[src/rtl/fwd_hazard_ctrl_pkg.sv]
// Shared types for execute-stage forwarding/hazard control: select codes, slot record, writer test.
// Latency: n/a (types and a pure helper function only).
// Backpressure: n/a.
package fwd_hazard_ctrl_pkg;

  // Default register address width (32 architectural registers, x0 hardwired zero)
  localparam int REG_AW_DEF = 5;

  // Operand-mux select codes; order matches the EX-stage 4:1 mux inputs
  typedef enum logic [1:0] {
    FWD_RF        = 2'b00,
    FWD_EXMEM_ALU = 2'b01,
    FWD_MEMWB_ALU = 2'b10,
    FWD_MEMWB_LD  = 2'b11
  } fwd_sel_t;

  // Destination-register info carried by an instruction in a pipeline slot
  typedef struct packed {
    logic                  valid;
    logic [REG_AW_DEF-1:0] rd;
    logic                  reg_write;
    logic                  mem_read;
  } slot_t;

  // A slot produces a forwardable value only if it is real, writes, and targets a non-zero register
  function automatic logic is_writer(slot_t s);
    return s.valid & s.reg_write & (s.rd != '0);
  endfunction

endpackage

[src/rtl/fwd_hazard_ctrl_fwd_src_cmp.sv]
// Per-source comparator: resolves one ID source against the EX and MEM slots.
// Latency: purely combinational.
// Backpressure: none; reports a load-use hit so the parent can stall.
module fwd_src_cmp
  import fwd_hazard_ctrl_pkg::*;
#(
  parameter int REG_AW = REG_AW_DEF
) (
  input  logic              use_src,
  input  logic [REG_AW-1:0] src,
  input  slot_t             exs,
  input  slot_t             mems,
  output logic [1:0]        next_sel,
  output logic              lu_hit
);

  logic active;
  logic ex_hit;
  logic mem_hit;

  // Match the source against both slots; the younger EX slot has priority over MEM
  always_comb begin
    active   = use_src & (src != '0);
    ex_hit   = active & is_writer(exs) & (exs.rd == src);
    mem_hit  = active & is_writer(mems) & (mems.rd == src);
    lu_hit   = ex_hit & exs.mem_read;
    next_sel = FWD_RF;
    if (ex_hit && !exs.mem_read) begin
      next_sel = FWD_EXMEM_ALU;
    end else if (mem_hit) begin
      next_sel = mems.mem_read ? FWD_MEMWB_LD : FWD_MEMWB_ALU;
    end
  end

endmodule

[src/rtl/fwd_hazard_ctrl.sv]
// Execute-stage forwarding selects and load-use hazard control (optional stall counter: FWD_HAZARD_STATS_EN).
// Latency: selects/bubble registered, valid in the instruction's first EX cycle (one clock after ID); stall_if_id combinational.
// Backpressure: freeze holds all state; a load-use hit stalls IF/ID for exactly one cycle and injects a bubble.
module fwd_hazard_ctrl
  import fwd_hazard_ctrl_pkg::*;
#(
  parameter int REG_AW = REG_AW_DEF
`ifdef FWD_HAZARD_STATS_EN
  , parameter int STALL_CNT_W = 32
`endif
) (
  input  logic              clk,
  input  logic              rst_n,
  input  logic              id_valid,
  input  logic [REG_AW-1:0] id_rs1,
  input  logic [REG_AW-1:0] id_rs2,
  input  logic              id_use_rs1,
  input  logic              id_use_rs2,
  input  logic [REG_AW-1:0] id_rd,
  input  logic              id_reg_write,
  input  logic              id_mem_read,
  input  logic              freeze,
  input  logic              flush,
  output logic              stall_if_id,
  output logic              ex_bubble,
  output logic [1:0]        ex_fwd_a_sel,
  output logic [1:0]        ex_fwd_b_sel
`ifdef FWD_HAZARD_STATS_EN
  , output logic [STALL_CNT_W-1:0] stall_count
`endif
);

  slot_t      exs;
  slot_t      mems;
  logic [1:0] next_sel_a;
  logic [1:0] next_sel_b;
  logic       lu_a;
  logic       lu_b;
  logic       load_use;
  logic       insert_bubble;

  fwd_src_cmp #(.REG_AW(REG_AW)) u_cmp_rs1 (
    .use_src  (id_use_rs1),
    .src      (id_rs1),
    .exs      (exs),
    .mems     (mems),
    .next_sel (next_sel_a),
    .lu_hit   (lu_a)
  );

  fwd_src_cmp #(.REG_AW(REG_AW)) u_cmp_rs2 (
    .use_src  (id_use_rs2),
    .src      (id_rs2),
    .exs      (exs),
    .mems     (mems),
    .next_sel (next_sel_b),
    .lu_hit   (lu_b)
  );

  // Load-use stall; a flush squashes the stalled instruction, so it overrides the stall
  always_comb begin
    load_use      = id_valid & (lu_a | lu_b);
    stall_if_id   = load_use & ~flush;
    insert_bubble = flush | stall_if_id | ~id_valid;
  end

  // Advance the slots and register the EX-stage selects; freeze holds everything
  always_ff @(posedge clk or negedge rst_n) begin
    if (!rst_n) begin
      exs          <= '0;
      mems         <= '0;
      ex_bubble    <= 1'b1;
      ex_fwd_a_sel <= FWD_RF;
      ex_fwd_b_sel <= FWD_RF;
    end else if (!freeze) begin
      mems <= exs;
      if (insert_bubble) begin
        exs.valid    <= 1'b0;
        ex_bubble    <= 1'b1;
        ex_fwd_a_sel <= FWD_RF;
        ex_fwd_b_sel <= FWD_RF;
      end else begin
        exs.valid     <= 1'b1;
        exs.rd        <= id_rd;
        exs.reg_write <= id_reg_write;
        exs.mem_read  <= id_mem_read;
        ex_bubble     <= 1'b0;
        ex_fwd_a_sel  <= next_sel_a;
        ex_fwd_b_sel  <= next_sel_b;
      end
    end
  end

`ifdef FWD_HAZARD_STATS_EN
  // Count non-frozen stall cycles, saturating at all-ones
  always_ff @(posedge clk or negedge rst_n) begin
    if (!rst_n) begin
      stall_count <= '0;
    end else if (!freeze && stall_if_id && (stall_count != '1)) begin
      stall_count <= stall_count + 1'b1;
    end
  end
`endif

endmodule
[config.mk]
export PLATFORM = sky130hd
export DESIGN_NAME = fwd_hazard_ctrl
export DESIGN_NICKNAME = d
export VERILOG_FILES = /design/src/rtl/fwd_hazard_ctrl_pkg.sv /design/src/rtl/fwd_hazard_ctrl_fwd_src_cmp.sv /design/src/rtl/fwd_hazard_ctrl.sv
export SDC_FILE = /design/constraint.sdc
export NUM_CORES = 1
export LEC_CHECK = 0
export CORE_MARGIN = 1
export CORE_UTILIZATION = 50
export CTS_CLUSTER_DIAMETER = 120
export DETAILED_ROUTE_END_ITERATION = 12
export PLACE_DENSITY = 0.94
export SYNTH_ARGS = -nofsm -noshare
export SYNTH_HDL_FRONTEND = slang
export SYNTH_SLANG_ARGS = --single-unit
[constraint.sdc]
create_clock -name clk -period 5.35 [get_ports clk]
set_input_delay 1.07 -clock clk [delete_from_list [all_inputs] [get_ports clk]]
set_output_delay 1.07 -clock clk [all_outputs]
set_load 0.01 [all_outputs]
# Word level (Yosys, flattened, before mapping)
# Cells that the tools add are included.
[totals]
romBits = 0
latchBits = 0
input_bits = 24
register_bits = 21
mem_count = 0
ram_bits = 0
out_inout_bits = 6
elab_cells = 57
[classes]
div_mod_pow = 0
n_reduce_logical = 8
eq_ne = 4
n_lt_le_gt_ge = 0
addsub = 0
multipliers = 0
n_shift = 0
bitwise = 25
muxes = 9
[ops]
columns = ["cell", "count"]
rows = [
  ["5-bit equality test", 4],
  ["5-bit nonzero test", 4],
  ["1-bit AND", 18],
  ["2-bit two-way mux", 6],
  ["1-bit NOT", 4],
  ["1-bit two-way mux", 3],
  ["1-bit bitwise OR", 3],
  ["1-bit logical AND", 2],
  ["2-bit AND reduction", 1],
  ["1-bit logical NOT", 1],
]

# Longest topological paths before layout
# Gate-level depths: netlist (run 1).
[depth]
depth_word = 12
mapped_depth = 7

# Modules after synthesis
# Synthesis (run 1) repeated with hierarchy kept, for this count alone.
[unflattened]
hier_cells = 106
hier_area_um2 = 1227.4
[modules_own_cells]
columns = ["mod", "area_per_inst_um2", "instances", "cells_each"]
rows = [
  ["fwd_hazard_ctrl", 824.5, 1, 50],
  ["fwd_src_cmp", 201.4, 2, 28],
]

# Worst setup path before layout (run 1)
# No wires, ideal clock.
[synth_path]
path_type = "input -> output"
start = "input id_rs2[0]"
end = "output stall_if_id"
arrival_time_ns = 2.105
slack_ns = 2.175
stages = 5
path_buffers = 0
t_required_ns = 4.280
cell_sequence = "or4_1 -> o21ai_2 -> nor4_1 -> o211ai_2 -> nor2_1"
[synth_via]
elab_chain_len = 8
elab_cells_between_ends = 9
classes_between = "eq/ne: 1; bitwise: 7; reduce/logical: 1"
[synth_lines]
columns = ["element", "line_no", "text"]
rows = [
  ["from (decl)", "fwd_hazard_ctrl.sv:16", "input logic [REG_AW-1:0] id_rs2,"],
  ["5-bit nonzero test", "fwd_hazard_ctrl_fwd_src_cmp.sv:23", "active = use_src & (src != '0);"],
  ["1-bit AND", "fwd_hazard_ctrl_fwd_src_cmp.sv:23", ""],
  ["1-bit AND", "fwd_hazard_ctrl_fwd_src_cmp.sv:24", "ex_hit = active & is_writer(exs) & (exs.rd == src);"],
  ["1-bit AND *", "fwd_hazard_ctrl_fwd_src_cmp.sv:24", ""],
  ["1-bit AND *", "fwd_hazard_ctrl_fwd_src_cmp.sv:26", "lu_hit = ex_hit & exs.mem_read;"],
  ["1-bit bitwise OR *", "fwd_hazard_ctrl.sv:62", "load_use = id_valid & (lu_a | lu_b);"],
  ["1-bit AND *", "fwd_hazard_ctrl.sv:62", ""],
  ["1-bit AND *", "fwd_hazard_ctrl.sv:63", "stall_if_id = load_use & ~flush;"],
  ["to (decl)", "fwd_hazard_ctrl.sv:24", "output logic stall_if_id,"],
]
# Mark *: on every way between the ends. The rest lies on a longest branch, timed or not.

# Worst setup path after layout (run 1)
[layout_path]
start = "input id_rs1[2]"
end = "output stall_if_id"
[layout_via]
elab_chain_len = 8
elab_cells_between_ends = 9
classes_between = "eq/ne: 1; bitwise: 7; reduce/logical: 1"
[layout_lines]
columns = ["element", "line_no", "text"]
rows = [
  ["from (decl)", "fwd_hazard_ctrl.sv:15", "input logic [REG_AW-1:0] id_rs1,"],
  ["5-bit nonzero test", "fwd_hazard_ctrl_fwd_src_cmp.sv:23", ""],
  ["1-bit AND", "fwd_hazard_ctrl_fwd_src_cmp.sv:23", ""],
  ["1-bit AND", "fwd_hazard_ctrl_fwd_src_cmp.sv:24", ""],
  ["1-bit AND *", "fwd_hazard_ctrl_fwd_src_cmp.sv:24", ""],
  ["1-bit AND *", "fwd_hazard_ctrl_fwd_src_cmp.sv:26", ""],
  ["1-bit bitwise OR *", "fwd_hazard_ctrl.sv:62", ""],
  ["1-bit AND *", "fwd_hazard_ctrl.sv:62", ""],
  ["1-bit AND *", "fwd_hazard_ctrl.sv:63", ""],
]
# Marked as above.

==> results.yml, run 1 <==
outcome:
  status: "complete, no violations"
global_routing:
  grt_pass1_wl_um: 4312
  grt_pass1_vias: 922
  grt_max_degree: 22
  grt.overflow.total: 0
  antenna_found_initial: 0
  grt_usage: 0.2359
detailed_routing:
  wl_per_cell_um: 15.82
  first_iter_violations: 14
  ant_nets: 0
  vias: 889
  drcViolationCount: 0
  drt-total-wl_um: 2483
  via_per_inst: 5.662
  drtPass1Iterations: 5
cts:
  path_clk_slew_ns: 0.10
  cts_tree: "done"
  post-cts-setup-buffers: 0
  ctsHtreeMaxLevel: 1
  cts_root_buf: "clkbuf_4"
  numCtsBuffers: 3
  cts_buffer_depth: 2
  cts-resized-gates: 0
  cts.sinks: 21
  cts_hold_buf: 0
  clock_latency_ns: 0.30
logic_synthesis:
  syn_area_per_cell_um2: 11.47
  synthArstFlopShare: 1.000
  synth_commonest_cells: "20 x dfrtp_1, 11 x xor2_1, 10 x mux2_2, 9 x xnor2_1, 8 x nand2_1"
  yosys.area_share.simple: 0.1363
  syn_inst: 100
  synth-seq-cells: 21
  synthTopCellsByArea: "dfrtp_1 44%, mux2_2 9.8%, xor2_1 8.4%, xnor2_1 6.9%, mux2_4 5.2%"
  synth_top_family_by_area: "XOR/XNOR gates"
  synthMuxAreaShare: 0.1505
  yosysTopAreaCell: "dfrtp_1"
  yosys.cell_count.top_type: "dfrtp_1"
  yosys_warnings: 0
  synth_top_area_share: 0.4362
  synthAdderAreaFrac: 0
  ys.flop_type: "dfrtp_1"
  syn_nets: 124
  synth_cell_types: 30
  syn_area_um2: 1147
  synth_compound_area_frac: 0.08506
  synth_xor_area_frac: 0.1527
  ys_seq_area_frac: 0.4591
  synth-edff-count: 0
final_layout:
  area_growth_pct: 28.90
  nets: 155
  final_core_util: 0.7172
  layout-drive-gt1-share: 0.1692
  n_antenna_cell: 0
critical_path:
  crit_end: "stall_if_id"
  required_ns: 4.28
  critPathLaunchType: "input pin"
  critPathMaxFanout: 3
  cp_cell_sequence: "clkdlybuf4s50_1 > or4_1 > nor2_1 > nor4_1 > o211ai_2 > nor2_1 > clkdlybuf4s50_1"
  rr_startpoint: "exs[5]"
  startpoint: "id_rs1[2]"
  cp-end-kind: "output pin"
  worst_r2r_path_depth: 6
  crit_type: "in -> out"
  reg2reg_to: "exs[6]"
  r2r_setup_slack_ns: 3.08
  slowest_stage: "nor4_1"
  worst_ep_arrival_time_ns: 3.27
  slowest_delay_ns: 0.63
sta:
  whs_ns: 0.5056
  rsz0062_at_grt: "no"
  slew_violations: 0
  setup_tns_ns: 0
  hold_viol_final: 0
  fin_crit_ns: 4.341
  setup_violations: 0
  worstMarginPinSlew_ns: 0.9051
  fin_crit_sh: 0.8114
  fmax_mhz: 230.4
  max_slew_margin: 0.3947
  clock_skew_ns: 0.003028
floorplanning:
  rows: 16
  die_y_um: 49.91
  initial_core_util: 0.5564
  die_x_um: 49.91
  coreArea_um2: 2062
  ioPinCount: 30
  dieArea_um2: 2491
placement:
  hpwl_um: 1885
  port_buffers: 29
  gp_congestion: 0.8883
power:
  ir_worst_vdd_v: 0.0001616
  p_per_area_nw_per_um2: 263.4
  leakage_nw: 0.5934
  power.total_mw: 0.3896
job:
  maxCapViolations: 0
worst_hold_path:
  min-delay-path-class: "reg -> reg"
## per-stage QoR
stage          cells  instance area, µm²  worst slack (ns)
4_1_cts          157                1479             1.015
5_1_grt          157                1479            0.8180
3_3_place_gp     153                1453             1.095
6_report         157                1479             1.009
2_1_floorplan    100                1147             2.175
3_5_place_dp     153                1453             1.014
## registers in the layout (all words and copies together) (netlist names)
| name | flops |
|---|---|
| exs | 8 |
| ex_bubble | 1 |
| ex_fwd_a_sel | 2 |
| ex_fwd_b_sel | 2 |
| mems | 8 |
## cell usage in the layout, fill, tap and decap left out
cell type,netlist,layout
nor3_1,2,2
mux2_2,10,10
xnor2_1,9,9
dfstp_2,1,1
o211ai_2,1,1
nor2b_1,2,2
o311a_1,2,2
and2_1,1,1
mux2_4,4,4
clkdlybuf4s50_1,0,29
nand2_2,1,1
or3_1,2,2
a32oi_1,1,1
xor2_1,11,11
o21ai_2,1,1
dfrtp_1,20,20
a31oi_1,1,1
nand3_1,3,3
o21ai_0,3,3
and3_1,1,1
a21oi_1,1,1
o31ai_2,1,1
clkbuf_4,0,3
or4_1,2,2
nor2_1,3,3
clkbuf_1,2,1
nand2_1,8,8
nand2b_1,1,1
o22a_1,1,1
nor4_1,3,3
nand4_1,1,1
## cells by family (layout without fill, tap and decap cells)
logic type                after synthesis  count (layout)
AOI/OAI and AO/OA                      12              12
xor gates and xnor gates               20              20
buffers and inverters                   3              33
DFF                                    21              21
muxes                                  14              14
and+or+nand+nor                        30              30
## how the worst min path moves through the flow
| stage | from | endpoint | cells past startpoint |
|---|---|---|---|
| after floorplan | exs[7] | exs[7] | 2 |
| after global placement | ex_fwd_b_sel[0] | ex_fwd_b_sel[0] | 2 |
| after detailed placement | ex_fwd_b_sel[0] | ex_fwd_b_sel[0] | 2 |
| after CTS | ex_fwd_b_sel[0] | ex_fwd_b_sel[0] | 2 |
| after global routing | mems[1] | mems[1] | 1 |
| final | ex_fwd_b_sel[0] | ex_fwd_b_sel[0] | 2 |
## layer usage
layer  vias up  track usage  wire length (µm)  part of all wire
met2        32       0.3829              1181              0.48
met5         -            0                 0                 0
li1        421            -                 -                 -
met1       430       0.3063              1118              0.45
met3         6      0.02778               113             0.046
met4         0       0.1238                69             0.028
## report_power, final
part           leakage (nW)  internal [mW]  switching (mW)
combinational         0.322         0.0634          0.0370
sequential            0.257          0.183          0.0335
clock                0.0150         0.0291          0.0433
total                 0.593          0.276           0.114
## layout make-up
cell class / instances / area [µm²]
fill: 148 / 583.1
clock buffer: 4 / 26.28
timing repair buffer: 29 / 290.3
tap: 27 / 33.78
sequential: 21 / 526.8
multi-input combinational: 76 / 601.8
## critical path, delay by kind of cell
family	cells	cell delay [ns]
buffers and inverters	2	1.09
AOI/OAI and AO/OA	1	0.18
and+or+nand+nor	4	0.93
Power figures use the tool's default switching activity.
==> run 2, diff against run 1 <==
CORE_UTILIZATION = 43   (was 50)
PLACE_DENSITY = 0.87   (was 0.94)
clock period = 3.9 ns   (was 5.35 ns; I/O delays follow)
==> results.yml, run 2 (synthesis gave the netlist of run 1 again) <==
sta:
  rsz0062_at_grt: "no"
  clock_skew_ns: 0.007235
  max_slew_margin: 0.4056
  fin_crit_ns: 3.707
  setup_tns_ns: 0
  hold_viol_final: 0
  worstMarginPinSlew_ns: 0.8888
  fmax_mhz: 269.7
  slew_violations: 0
  fin_crit_sh: 0.9506
  setup_violations: 0
final_layout:
  top_regs: "exs: 8 flops, mems: 8 flops"
  n_antenna_cell: 0
  nets: 155
  final_core_util: 0.5936
  stdcell_count: 160
  final_cell_mix: "29 x clkdlybuf4s50_1, 20 x dfrtp_1, 11 x xor2_1, 10 x mux2_2, 9 x xnor2_1"
  area_growth_pct: 29.33
  final_common_cell: "clkdlybuf4s50_1"
  layout-drive-gt1-share: 0.1769
critical_path:
  r2r_setup_slack_ns: 1.67
  path_buf_inv: 2
  crit_type: "in -> out"
  required_ns: 3.12
  worst_ep_arrival_time_ns: 2.93
  crit_path_frequent_cell: "clkdlybuf4s50_1"
  critPathMaxFanout: 3
  cp_cell_sequence: "clkdlybuf4s50_1 > xnor2_1 > nand4_1 > nor4_1 > o211ai_2 > nor2_1 > clkdlybuf4s50_1"
  cp-end-kind: "output pin"
  reg2reg_to: "exs[1]"
  rr_startpoint: "exs[2]"
  critPathLaunchType: "input pin"
  slowest_delay_ns: 0.54
  worst_r2r_path_depth: 6
  slowest_stage: "clkdlybuf4s50_1"
  worst_path_dominant_cell_family: "buffers and inverters"
power:
  swShare: 0.3001
  leakage_nw: 0.5962
  intPower_mw: 0.3767
  p_per_area_nw_per_um2: 362.8
  power.total_mw: 0.5383
  p_comb_frac: 0.254
  power_frac_clock: 0.189
  p_switching_mw: 0.1616
  ir_worst_vdd_v: 0.0003540
  seq_power_share: 0.556
cts:
  cts_root_buf: "clkbuf_4"
  cts.sinks: 21
  post-cts-setup-buffers: 0
  cts_tree: "done"
  numCtsBuffers: 3
  cts-resized-gates: 0
  path_clk_slew_ns: 0.10
  cts_buffer_depth: 2
  cts_hold_buf: 0
  ctsHtreeMaxLevel: 1
  clock_latency_ns: 0.30
worst_hold_path:
  hp-start: "ex_fwd_a_sel[1]"
  whs_endpoint: "ex_fwd_a_sel[1]"
  hold_depth: 2
  min-delay-path-class: "reg -> reg"
detailed_routing:
  ant_nets: 0
  drcViolationCount: 0
  via_per_inst: 5.613
  wl_per_cell_um: 15.11
  drtPass1Iterations: 4
  first_iter_violations: 19
  vias: 898
  drt-total-wl_um: 2418
global_routing:
  grt.overflow.total: 0
  grt_pass1_vias: 929
  antenna_found_initial: 0
  grt_pass1_wl_um: 3884
  grt_max_degree: 22
  grt_usage: 0.1924
outcome:
  status: "complete, no violations"
placement:
  hpwl_um: 1921
  dp_cells: 156
  gp_congestion: 0.8305
  port_buffers: 29
floorplanning:
  ioPinCount: 30
  rows: 18
  die_x_um: 53.66
  initial_core_util: 0.4590
  coreArea_um2: 2500
  die_y_um: 53.66
  dieArea_um2: 2879
job:
  maxCapViolations: 0
-- run 2: cell count changes in the layout (fill, tap and decap cells not counted) --
| cell | before | now |
|---|---|---|
| clkbuf_1 | 1 | 0 |
| clkinv_2 | 0 | 1 |
-- run 2: power by group through the flow --
stage / Clock, mW / Sequential (mW) / Combinational [mW]
after floorplan: 0 / 0.287 / 0.0924
after global placement: 0 / 0.300 / 0.130
after detailed placement: 0 / 0.303 / 0.137
after CTS: 0.106 / 0.299 / 0.138
after global routing: 0.113 / 0.303 / 0.149
final: 0.102 / 0.299 / 0.137
-- run 2: per-stage QoR --
stage               area (µm²)  setup WS (ns)  hold slack [ns]
floorplan                 1147          1.305           0.4646
global placement          1456         0.1998           0.4839
detailed placement        1456         0.2049           0.4876
CTS                       1484         0.1917           0.5146
global route              1484        0.05547           0.5389
finish                    1484         0.1927           0.5029
-- run 2: per-layer routing --
metal | wire [µm] | share of wire | GRT usage
met1 | 980 | 0.41 | 0.2204
met2 | 1269 | 0.52 | 0.3625
met3 | 130 | 0.054 | 0.02542
met4 | 37 | 0.015 | 0.06579
met5 | 0 | 0 | 0
-- run 2: worst max-delay path by stage --
stage                    from     endpoint  slack [ns]  depth (start not counted)
CTS                 id_rs1[1]  stall_if_id        0.19                          7
global placement    id_rs1[1]  stall_if_id        0.20                          7
detailed placement  id_rs1[1]  stall_if_id        0.20                          7
global route        id_rs1[0]  stall_if_id        0.06                          7
finish              id_rs1[3]  stall_if_id        0.19                          7
floorplan           id_rs2[0]  stall_if_id        1.30                          5
-- run 2: tightest hold or removal path: cells and delay by family (launching register included) --
kind / cells / cell delay, ns
AO/OA/AOI/OAI: 1 / 0.06
flip-flops: 1 / 0.37
AND/OR/NAND/NOR: 1 / 0.05
-- run 2: area by class of cell --
class | instances | area, µm²
clock inverters | 1 | 5.005
multi-input cells | 76 | 601.8
well taps | 30 | 37.54
fillers | 220 | 1016
clock buffers | 3 | 22.52
flip-flops and latches | 21 | 526.8
repair buffers | 29 | 290.3
